===== src/rtl/div_issue_ctrl.sv =====
// rtl/div_issue_ctrl.sv - issue controller for an iterative unsigned divider
// Queues operand pairs, issues one division at a time, returns tagged results in order.
module div_issue_ctrl #(
  parameter int W     = 32,
  parameter int DEPTH = 4,
  parameter int TAG_W = 4
) (
  input  logic             clk,
  input  logic             reset,
  input  logic             in_valid,
  output logic             in_ready,
  input  logic [W-1:0]     in_left,
  input  logic [W-1:0]     in_right,
  input  logic [TAG_W-1:0] in_tag,
  output logic             div_go,
  output logic [W-1:0]     div_left,
  output logic [W-1:0]     div_right,
  input  logic             div_done,
  input  logic [W-1:0]     div_quotient,
  input  logic [W-1:0]     div_remainder,
  output logic             out_valid,
  input  logic             out_ready,
  output logic [W-1:0]     out_quotient,
  output logic [W-1:0]     out_remainder,
  output logic [TAG_W-1:0] out_tag,
  output logic             out_divzero,
  output logic             busy
);

  localparam int AW = $clog2(DEPTH);
  localparam logic [AW:0] FULL_CNT = (AW+1)'(DEPTH);
  localparam logic [AW:0] ONE_CNT  = (AW+1)'(1);
  localparam logic [AW-1:0] ONE_PTR = AW'(1);

  localparam logic [1:0] S_IDLE  = 2'd0;
  localparam logic [1:0] S_ISSUE = 2'd1;
  localparam logic [1:0] S_WAIT  = 2'd2;
  localparam logic [1:0] S_HOLD  = 2'd3;

  logic [W-1:0]     r_fifo_left  [DEPTH];
  logic [W-1:0]     r_fifo_right [DEPTH];
  logic [TAG_W-1:0] r_fifo_tag   [DEPTH];
  logic [AW-1:0]    r_wr_ptr;
  logic [AW-1:0]    r_rd_ptr;
  logic [AW:0]      r_count;

  logic [1:0]       r_state;
  logic [W-1:0]     r_op_left;
  logic [W-1:0]     r_op_right;
  logic [TAG_W-1:0] r_op_tag;
  logic [W-1:0]     r_res_q;
  logic [W-1:0]     r_res_r;
  logic             r_res_dz;

  logic             w_full;
  logic             w_push;
  logic             w_pop;
  logic [W-1:0]     w_head_left;
  logic [W-1:0]     w_head_right;
  logic [TAG_W-1:0] w_head_tag;

  assign w_full       = (r_count == FULL_CNT);
  assign w_push       = in_valid && !w_full;
  assign w_pop        = (r_state == S_IDLE) && (r_count != '0);
  assign w_head_left  = r_fifo_left[r_rd_ptr];
  assign w_head_right = r_fifo_right[r_rd_ptr];
  assign w_head_tag   = r_fifo_tag[r_rd_ptr];

  // Storage needs no reset: only entries below r_count are ever read.
  always_ff @(posedge clk) begin
    if (w_push) begin
      r_fifo_left[r_wr_ptr]  <= in_left;
      r_fifo_right[r_wr_ptr] <= in_right;
      r_fifo_tag[r_wr_ptr]   <= in_tag;
    end
  end

  always_ff @(posedge clk) begin
    if (reset) begin
      r_wr_ptr <= '0;
      r_rd_ptr <= '0;
      r_count  <= '0;
    end else begin
      if (w_push) r_wr_ptr <= r_wr_ptr + ONE_PTR;
      if (w_pop)  r_rd_ptr <= r_rd_ptr + ONE_PTR;
      case ({w_push, w_pop})
        2'b10:   r_count <= r_count + ONE_CNT;
        2'b01:   r_count <= r_count - ONE_CNT;
        default: r_count <= r_count;
      endcase
    end
  end

  always_ff @(posedge clk) begin
    if (reset) begin
      r_state    <= S_IDLE;
      r_op_left  <= '0;
      r_op_right <= '0;
      r_op_tag   <= '0;
      r_res_q    <= '0;
      r_res_r    <= '0;
      r_res_dz   <= 1'b0;
    end else begin
      case (r_state)
        S_IDLE: begin
          if (w_pop) begin
            r_op_left  <= w_head_left;
            r_op_right <= w_head_right;
            r_op_tag   <= w_head_tag;
            // A zero divisor never reaches the divider; its result is synthesised here.
            if (w_head_right == '0) begin
              r_res_q  <= '1;
              r_res_r  <= w_head_left;
              r_res_dz <= 1'b1;
              r_state  <= S_HOLD;
            end else begin
              r_state  <= S_ISSUE;
            end
          end
        end
        S_ISSUE: r_state <= S_WAIT;
        S_WAIT: begin
          if (div_done) begin
            r_res_q  <= div_quotient;
            r_res_r  <= div_remainder;
            r_res_dz <= 1'b0;
            r_state  <= S_HOLD;
          end
        end
        default: begin
          if (out_ready) r_state <= S_IDLE;
        end
      endcase
    end
  end

  assign in_ready      = !w_full;
  assign div_go        = (r_state == S_ISSUE);
  assign div_left      = r_op_left;
  assign div_right     = r_op_right;
  assign out_valid     = (r_state == S_HOLD);
  assign out_quotient  = r_res_q;
  assign out_remainder = r_res_r;
  assign out_tag       = r_op_tag;
  assign out_divzero   = r_res_dz;
  assign busy          = (r_state != S_IDLE) || (r_count != '0);

endmodule

===== config.mk =====
export PLATFORM = sky130hd
export DESIGN_NAME = div_issue_ctrl
export DESIGN_NICKNAME = d
export VERILOG_FILES = /design/src/rtl/div_issue_ctrl.sv
export SDC_FILE = /design/constraint.sdc
export NUM_CORES = 1
export LEC_CHECK = 0
export ABC_AREA = 1
export CORE_MARGIN = 3
export CORE_UTILIZATION = 41
export CTS_CLUSTER_DIAMETER = 100
export DETAILED_ROUTE_END_ITERATION = 7
export GPL_TIMING_DRIVEN = 0
export SKIP_CTS_REPAIR_TIMING = 1
export SYNTH_ARGS = -nofsm -noshare
export SYNTH_HDL_FRONTEND = slang
export SYNTH_SLANG_ARGS = --single-unit

===== constraint.sdc =====
create_clock -name clk -period 6.08 [get_ports clk]
set_clock_uncertainty 0.1 [all_clocks]
set_input_delay 0.608 -clock clk [delete_from_list [all_inputs] [get_ports clk]]
set_output_delay 0.608 -clock clk [all_outputs]
set_load 0.01 [all_outputs]

==> summary.md, run 1 <==
| Metric | Value |
|---|---|
| Top FF cell, synth | `edfxtp_1` |
| Dpl ws | `around 2.8 ns` |
| Number of flops mapped to enable cells by yosys | `~270` |
| Nets | `2,066` |
| Hold Crit Class | `reg2reg` |
| Maximum clock rate | `300 MHz` |
| Die H | `just over 200 um` |
| Remaining global-route overflow | `0` |
| Crit-path cells | `inv_1, ha_1, clkbuf_1, clkinv_1, o21ai_0, nor2_1, nand2_2, clkbuf_1, nor2_1, nor2_1` |
| Synth area leaders | `edfxtp_1, dfxtp_1, nand2_1` |
| Setup CP Type | `reg2reg` |
| Final setup TNS | `0 ns` |
| Worst EP arrival | `between 3 and 4 ns` |
| Synth Register Bits | `between 400 and 500` |
| Crit share post-route | `0.548` |
| Critical path's top delay family | `buffers and inverters` |
| Fill count | `around 3,400` |
| WL/cell | `approximately 19 um` |
| Synth cell count leaders | `nand2_1, edfxtp_1, nor2_1` |
| Yosys top cell by area | `edfxtp_1` |
| Largest fanout on the critical path | `10` |
| Placed Instance Area | `~20,000 um^2` |
| Max-cap check violation count | `0` |
| DP HPWL | `between 30,000 and 40,000 um` |
| Async S/R FF share, synth | `0` |
| Root Driver | `clkbuf_16` |
| PortBufs | `~270` |
| CTS max path bufs | `3` |
| Synth top area share | `0.501` |
| CTS tree | `done` |
| Syn Nets | `approximately 1,700` |
| Pre-Repair DR Iteration Count | `5` |
| Post-synthesis cell type count | `26` |
| Total GRT Usage | `0.221` |
| P_sw | `approximately 4100 uW` |
| RePlAce Congestion | `about 0.85` |
| Rel. slew slack | `0.500` |
| CP dominant cell by count | `nor2_1` |
| Post-DR vias/cell | `about 5.0` |
| Syn avg cell area | `between 10 and 15 um^2` |
| Sequential share of the synthesized area | `0.678` |
| TritonCTS Buffers | `45` |
| Clock power frac | `0.233` |
| Maximum vdd drop | `0.000193 V` |
| Synth Warn # | `0` |
| Final setup vio count | `0` |
| Worst Max-Slew Pin Slew | `between 0.7 and 0.8 ns` |
| Int Pwr | `~6700 uW` |
| CP startpoint kind | `register` |
| Largest net degree at the start of global routing | `29` |
| Initial antenna violation count | `7` |
| Initial Utilization | `0.419` |
| Nature of the critical path endpoint | `register` |
| Comb pwr share | `0.407` |
| Top-count cell post-synth | `nand2_1` |
| Share of cells above drive strength 1 | `0.0754` |
| Antenna Nets Post-Route | `0` |
| Final Core Density | `0.548` |
| Die extent in x | `between 200 and 250 um` |
| Area Growth Syn to Fin | `30.9%` |
| Outcome | `completed` |
| Hold Vio Cnt, Final | `0` |
| Pins Over Slew Limit | `0` |
| CTS clk-pin slew, worst paths | `0.06 ns` |
| H-tree levels | `2` |
| DRC | `0` |
| Crit-path slowest cell | `clkinv_1` |
| Drt total wl | `between 40,000 and 50,000 um` |
| CP max stage delay | `between 0.5 and 0.6 ns` |
| Final standard cell area without fillers | `roughly 21,000 um^2` |
| Critical Path RT | `~6.5 ns` |
| Initial DRC Count | `~960` |
| Vias in the first global route | `12,100` |
| Number of cell rows | `72` |
| Cells after Synth | `1,588` |
| Via count | `approximately 12,000` |
| Die area | `about 42,000 um^2` |
| Sequential power share | `0.359` |
| Post-route setup slack | `roughly 2.8 ns` |
| Sw Share | `0.378` |
| Placeable Area | `between 30,000 and 40,000 um^2` |
| Pwr Density | `~510 nW/um^2` |
| Critical path buffer and inverter count | `4` |
| Worst-Skew Late Latency | `between 0.5 and 0.6 ns` |
| Top Ports | `roughly 270` |
| Static Leakage | `roughly 0.008 uW` |
| Clock tree sinks | `416` |
| RSZ-0062 raised after global routing | `no` |
| Post-Syn Area | `between 15,000 and 20,000 um^2` |
| Tmin final | `~3.3 ns` |
| First-pass GRT wire length | `just over 70,000 um` |
[flip-flops by register name (all words and copies together), names as in the netlist, 3 cells and up, named ones only]
register,cells
div_left,32
div_right,32
out_remainder,32
out_tag,4
r_fifo_right,128
r_fifo_left,128
r_count,3
out_quotient,32
r_fifo_tag,16
[worst min-delay path: cells and delay by family (launching register included)]
family | cells | cell delay (ns)
AO/OA/AOI/OAI | 1 | 0.04
AND/OR/NAND/NOR | 1 | 0.08
flip-flops | 1 | 0.32
[through the flow]
| step | hold WS, ns | total power (uW) | std cells |
|---|---|---|---|
| finish | 0.377 | 10800 | 2471 |
| global route | 0.402 | 11500 | 2471 |
| CTS | 0.382 | 10900 | 2468 |
| floorplan | 0.359 | 6310 | 1588 |
| global placement | 0.360 | 8290 | 2379 |
| detailed placement | 0.368 | 8360 | 2390 |
[layout make-up]
cell class                 count  area (um^2)  area share
tap                          518          648      0.0304
antenna                        3         7.51    0.000352
buffer                        98          434      0.0204
sequential                   416        11100       0.518
inverter                      87          327      0.0153
clock inverter                16         96.3     0.00452
multi-input combinational    987         4510       0.212
clock buffer                  62         1260      0.0592
timing repair buffer         284         2980       0.140
[power by group through the flow]
stage / logic (uW) / clock network (uW) / registers (uW)
floorplan: 2230 / 0 / 4080
global placement: 4300 / 0 / 3980
detailed placement: 4410 / 0 / 3950
CTS: 4430 / 2580 / 3900
global route: 4880 / 2700 / 3950
finish: 4420 / 2530 / 3900
[placed cells by master, fill, tap and decap left out, types with 23 or more instances in the layout]
cell type	n
clkdlybuf4s50_1	273
clkbuf_1	74
inv_1	84
dfxtp_1	144
o21ai_0	143
buf_2	23
nor2_1	174
nand3_1	83
nand2_1	381
a21oi_1	103
clkbuf_16	47
or2_2	33
edfxtp_1	272
[final timing paths]
kind / from / to / slack, ns / depth (start not counted)
worst max-delay path: r_state[0] / out_remainder[5] / 2.75 / 10
worst min-delay path: out_remainder[28] / out_remainder[28] / 0.38 / 2
worst max register to register: r_state[0] / out_remainder[5] / 2.75 / 10
worst min register to register: out_remainder[28] / out_remainder[28] / 0.38 / 2
[kinds of logic after synthesis]
family          after synthesis  synth area share
fa+ha+maj                    10           0.00814
flops                       416             0.678
compound gates              288            0.0947
simple gates                689             0.172
buf+inv                     185            0.0467
[routing by layer]
| layer | track usage | wire [um] | up-vias |
|---|---|---|---|
| met5 | 0 | 55 | - |
| met4 | 0.0618 | 1110 | 8 |
| met3 | 0.0494 | 3570 | 81 |
| met2 | 0.358 | 22200 | 429 |
| met1 | 0.300 | 20600 | 5896 |
| li1 | - | - | 6022 |
(Power assumes the default switching activity.)
==> run 2: changes to the inputs <==
clock period = 3.1 ns   (was 6.08 ns; I/O delays follow)
==> run 2 against run 1 <==
Sequential power increased by 96%. Register-to-register slack worse by 2.6 ns. Count of clock-buffer cells in the layout unchanged. Final cell count did not move. Global-route usage is the same. Hold slack worse by 0.080 ns. First-iteration DRC count fell by 0.84%. Via count decreased by 0.17%. Core utilization increased by 0.051 points. Critical path type unchanged.
==> summary.md, run 2 (synthesized netlist as in run 1, its figures left out) <==
| Metric | Value |
|---|---|
| Outcome | `completed` |
| DRC | `0` |
| Commonest cells after routing, fill and taps aside | `nand2_1, clkdlybuf4s50_1, edfxtp_1` |
| Fill count | `approximately 3,400` |
| Largest net degree at the start of global routing | `29` |
| Worst Max-Slew Pin Slew | `around 0.75 ns` |
| CTS max path bufs | `3` |
| Worst-Skew Late Latency | `between 0.5 and 0.6 ns` |
| Share of cells above drive strength 1 | `0.0795` |
| Nature of the critical path endpoint | `register` |
| CTS tree | `done` |
| TritonCTS Buffers | `45` |
| Pins Over Slew Limit | `0` |
| CTS clk-pin slew, worst paths | `~0.06 ns` |
| CP startpoint kind | `register` |
| Area Growth Syn to Fin | `31.0%` |
| Placeable Area | `38,900 um^2` |
| Number of cell rows | `between 70 and 80` |
| Pre-Repair DR Iteration Count | `5` |
| Clock tree sinks | `approximately 420` |
| First-pass GRT wire length | `around 71,000 um` |
| Root Driver | `clkbuf_16` |
| Drt total wl | `47,600 um` |
| Maximum clock rate | `~340 MHz` |
| Worst EP arrival | `between 3 and 4 ns` |
| Rel. slew slack | `0.502` |
| Die extent in x | `roughly 210 um` |
| Hold Vio Cnt, Final | `0` |
| H-tree levels | `2` |
| Post-DR vias/cell | `between 5 and 6` |
| Die H | `between 200 and 250 um` |
| Tmin final | `roughly 2.9 ns` |
| Final Core Density | `0.548` |
| Hold_ws | `around 0.30 ns` |
| Initial DRC Count | `between 900 and 1,000` |
| Hold Crit Class | `in2reg` |
| Total GRT Usage | `0.221` |
| Overall Power | `21,300 uW` |
| Largest fanout on the critical path | `10` |
| Crit share post-route | `0.944` |
| Top flop regs | `r_fifo_left (128), r_fifo_right (128)` |
| Placed cell count | `about 2,400` |
| RePlAce Congestion | `approximately 0.85` |
| Dpl ws | `-0.203 ns` |
| Maximum vdd drop | `between 0.0003 and 0.0004 V` |
| Nets | `between 2,000 and 2,500` |
| Remaining global-route overflow | `0` |
| Commonest non-fill, non-tap cell in the layout | `nand2_1` |
| Pwr Density | `between 900 and 1000 nW/um^2` |
| Via count | `12,400` |
| RSZ-0062 raised after global routing | `yes` |
| DP HPWL | `34,200 um` |
| Die area | `42,200 um^2` |
| Vias in the first global route | `between 10,000 and 15,000` |
| PortBufs | `273` |
| R2R setup slack | `0.17 ns` |
| Setup CP Type | `reg2reg` |
| Antenna Nets Post-Route | `0` |
| WL/cell | `around 19 um` |
| Initial Utilization | `0.419` |
| Static Leakage | `about 0.0081 uW` |
| Critical Path RT | `about 3.5 ns` |
| Post-route setup slack | `approximately 0.17 ns` |
| Fin cells | `between 2,000 and 2,500` |
| Initial antenna violation count | `7` |
| Top Ports | `about 270` |
| Final setup vio count | `0` |
| Max-cap check violation count | `0` |
==> run 2: changes by cell type in the layout (fill, tap and decap cells not counted) <==
cell	previous run	this run
buf_4	2	4
clkbuf_1	74	68
clkbuf_2	0	4
clkinv_1	11	10
clkinvlp_4	0	2
inv_1	84	83
==> run 2: area by class of cell <==
class / count / area (um^2) / area share
Clock inverter: 16 / 96.3 / 0.00451
Antenna cell: 3 / 7.51 / 0.000352
Clock buffer: 62 / 1260 / 0.0592
Timing Repair Buffer: 286 / 3000 / 0.140
Tap cell: 518 / 648 / 0.0304
Multi-Input combinational cell: 987 / 4510 / 0.211
Buffer: 96 / 432 / 0.0202
Sequential cell: 416 / 11100 / 0.518
Inverter: 87 / 334 / 0.0157
==> run 2: power breakdown <==
group	internal (uW)	switching [uW]
clock	2900	2060
sequential	7100	549
combinational	3250	5450
==> run 2: path summary, 6_finish.rpt <==
check	end	depth (start not counted)	startpoint
max	out_remainder[29]	11	register
min	r_fifo_left[2][19]	1	in_left[19]
max reg2reg	out_remainder[29]	11	register
min reg2reg	out_remainder[28]	2	out_remainder[28]
==> run 2: layer usage <==
layer / up-vias / part of all wire / global-route usage
met4: 8 / 0.023 / 0.0618
met3: 80 / 0.071 / 0.0494
met2: 398 / 0.47 / 0.358
met5: - / 0.0012 / 0
met1: 5904 / 0.44 / 0.300
li1: 6025 / - / -
==> run 2: through the flow <==
stage                     cell area [um^2]  setup TNS, ns
final                                21300              0
after global routing                 21300         -0.178
after CTS                            21300          -7.64
after detailed placement             20000          -6.31
after global placement               19700       -1055.26
after floorplan                      16300        -294.53
==> run 2: worst max-delay path, cell delays in order, from the launching register on <==
cell      delay (ns)
dfxtp_1         0.39
inv_2           0.19
buf_2           0.29
buf_1           0.44
clkbuf_1        0.52
a21oi_1         0.08
a32o_1          0.32
nand2_1         0.08
o21ai_0         0.16
nand3_1         0.14
nand2_1         0.05
nor2_1          0.09
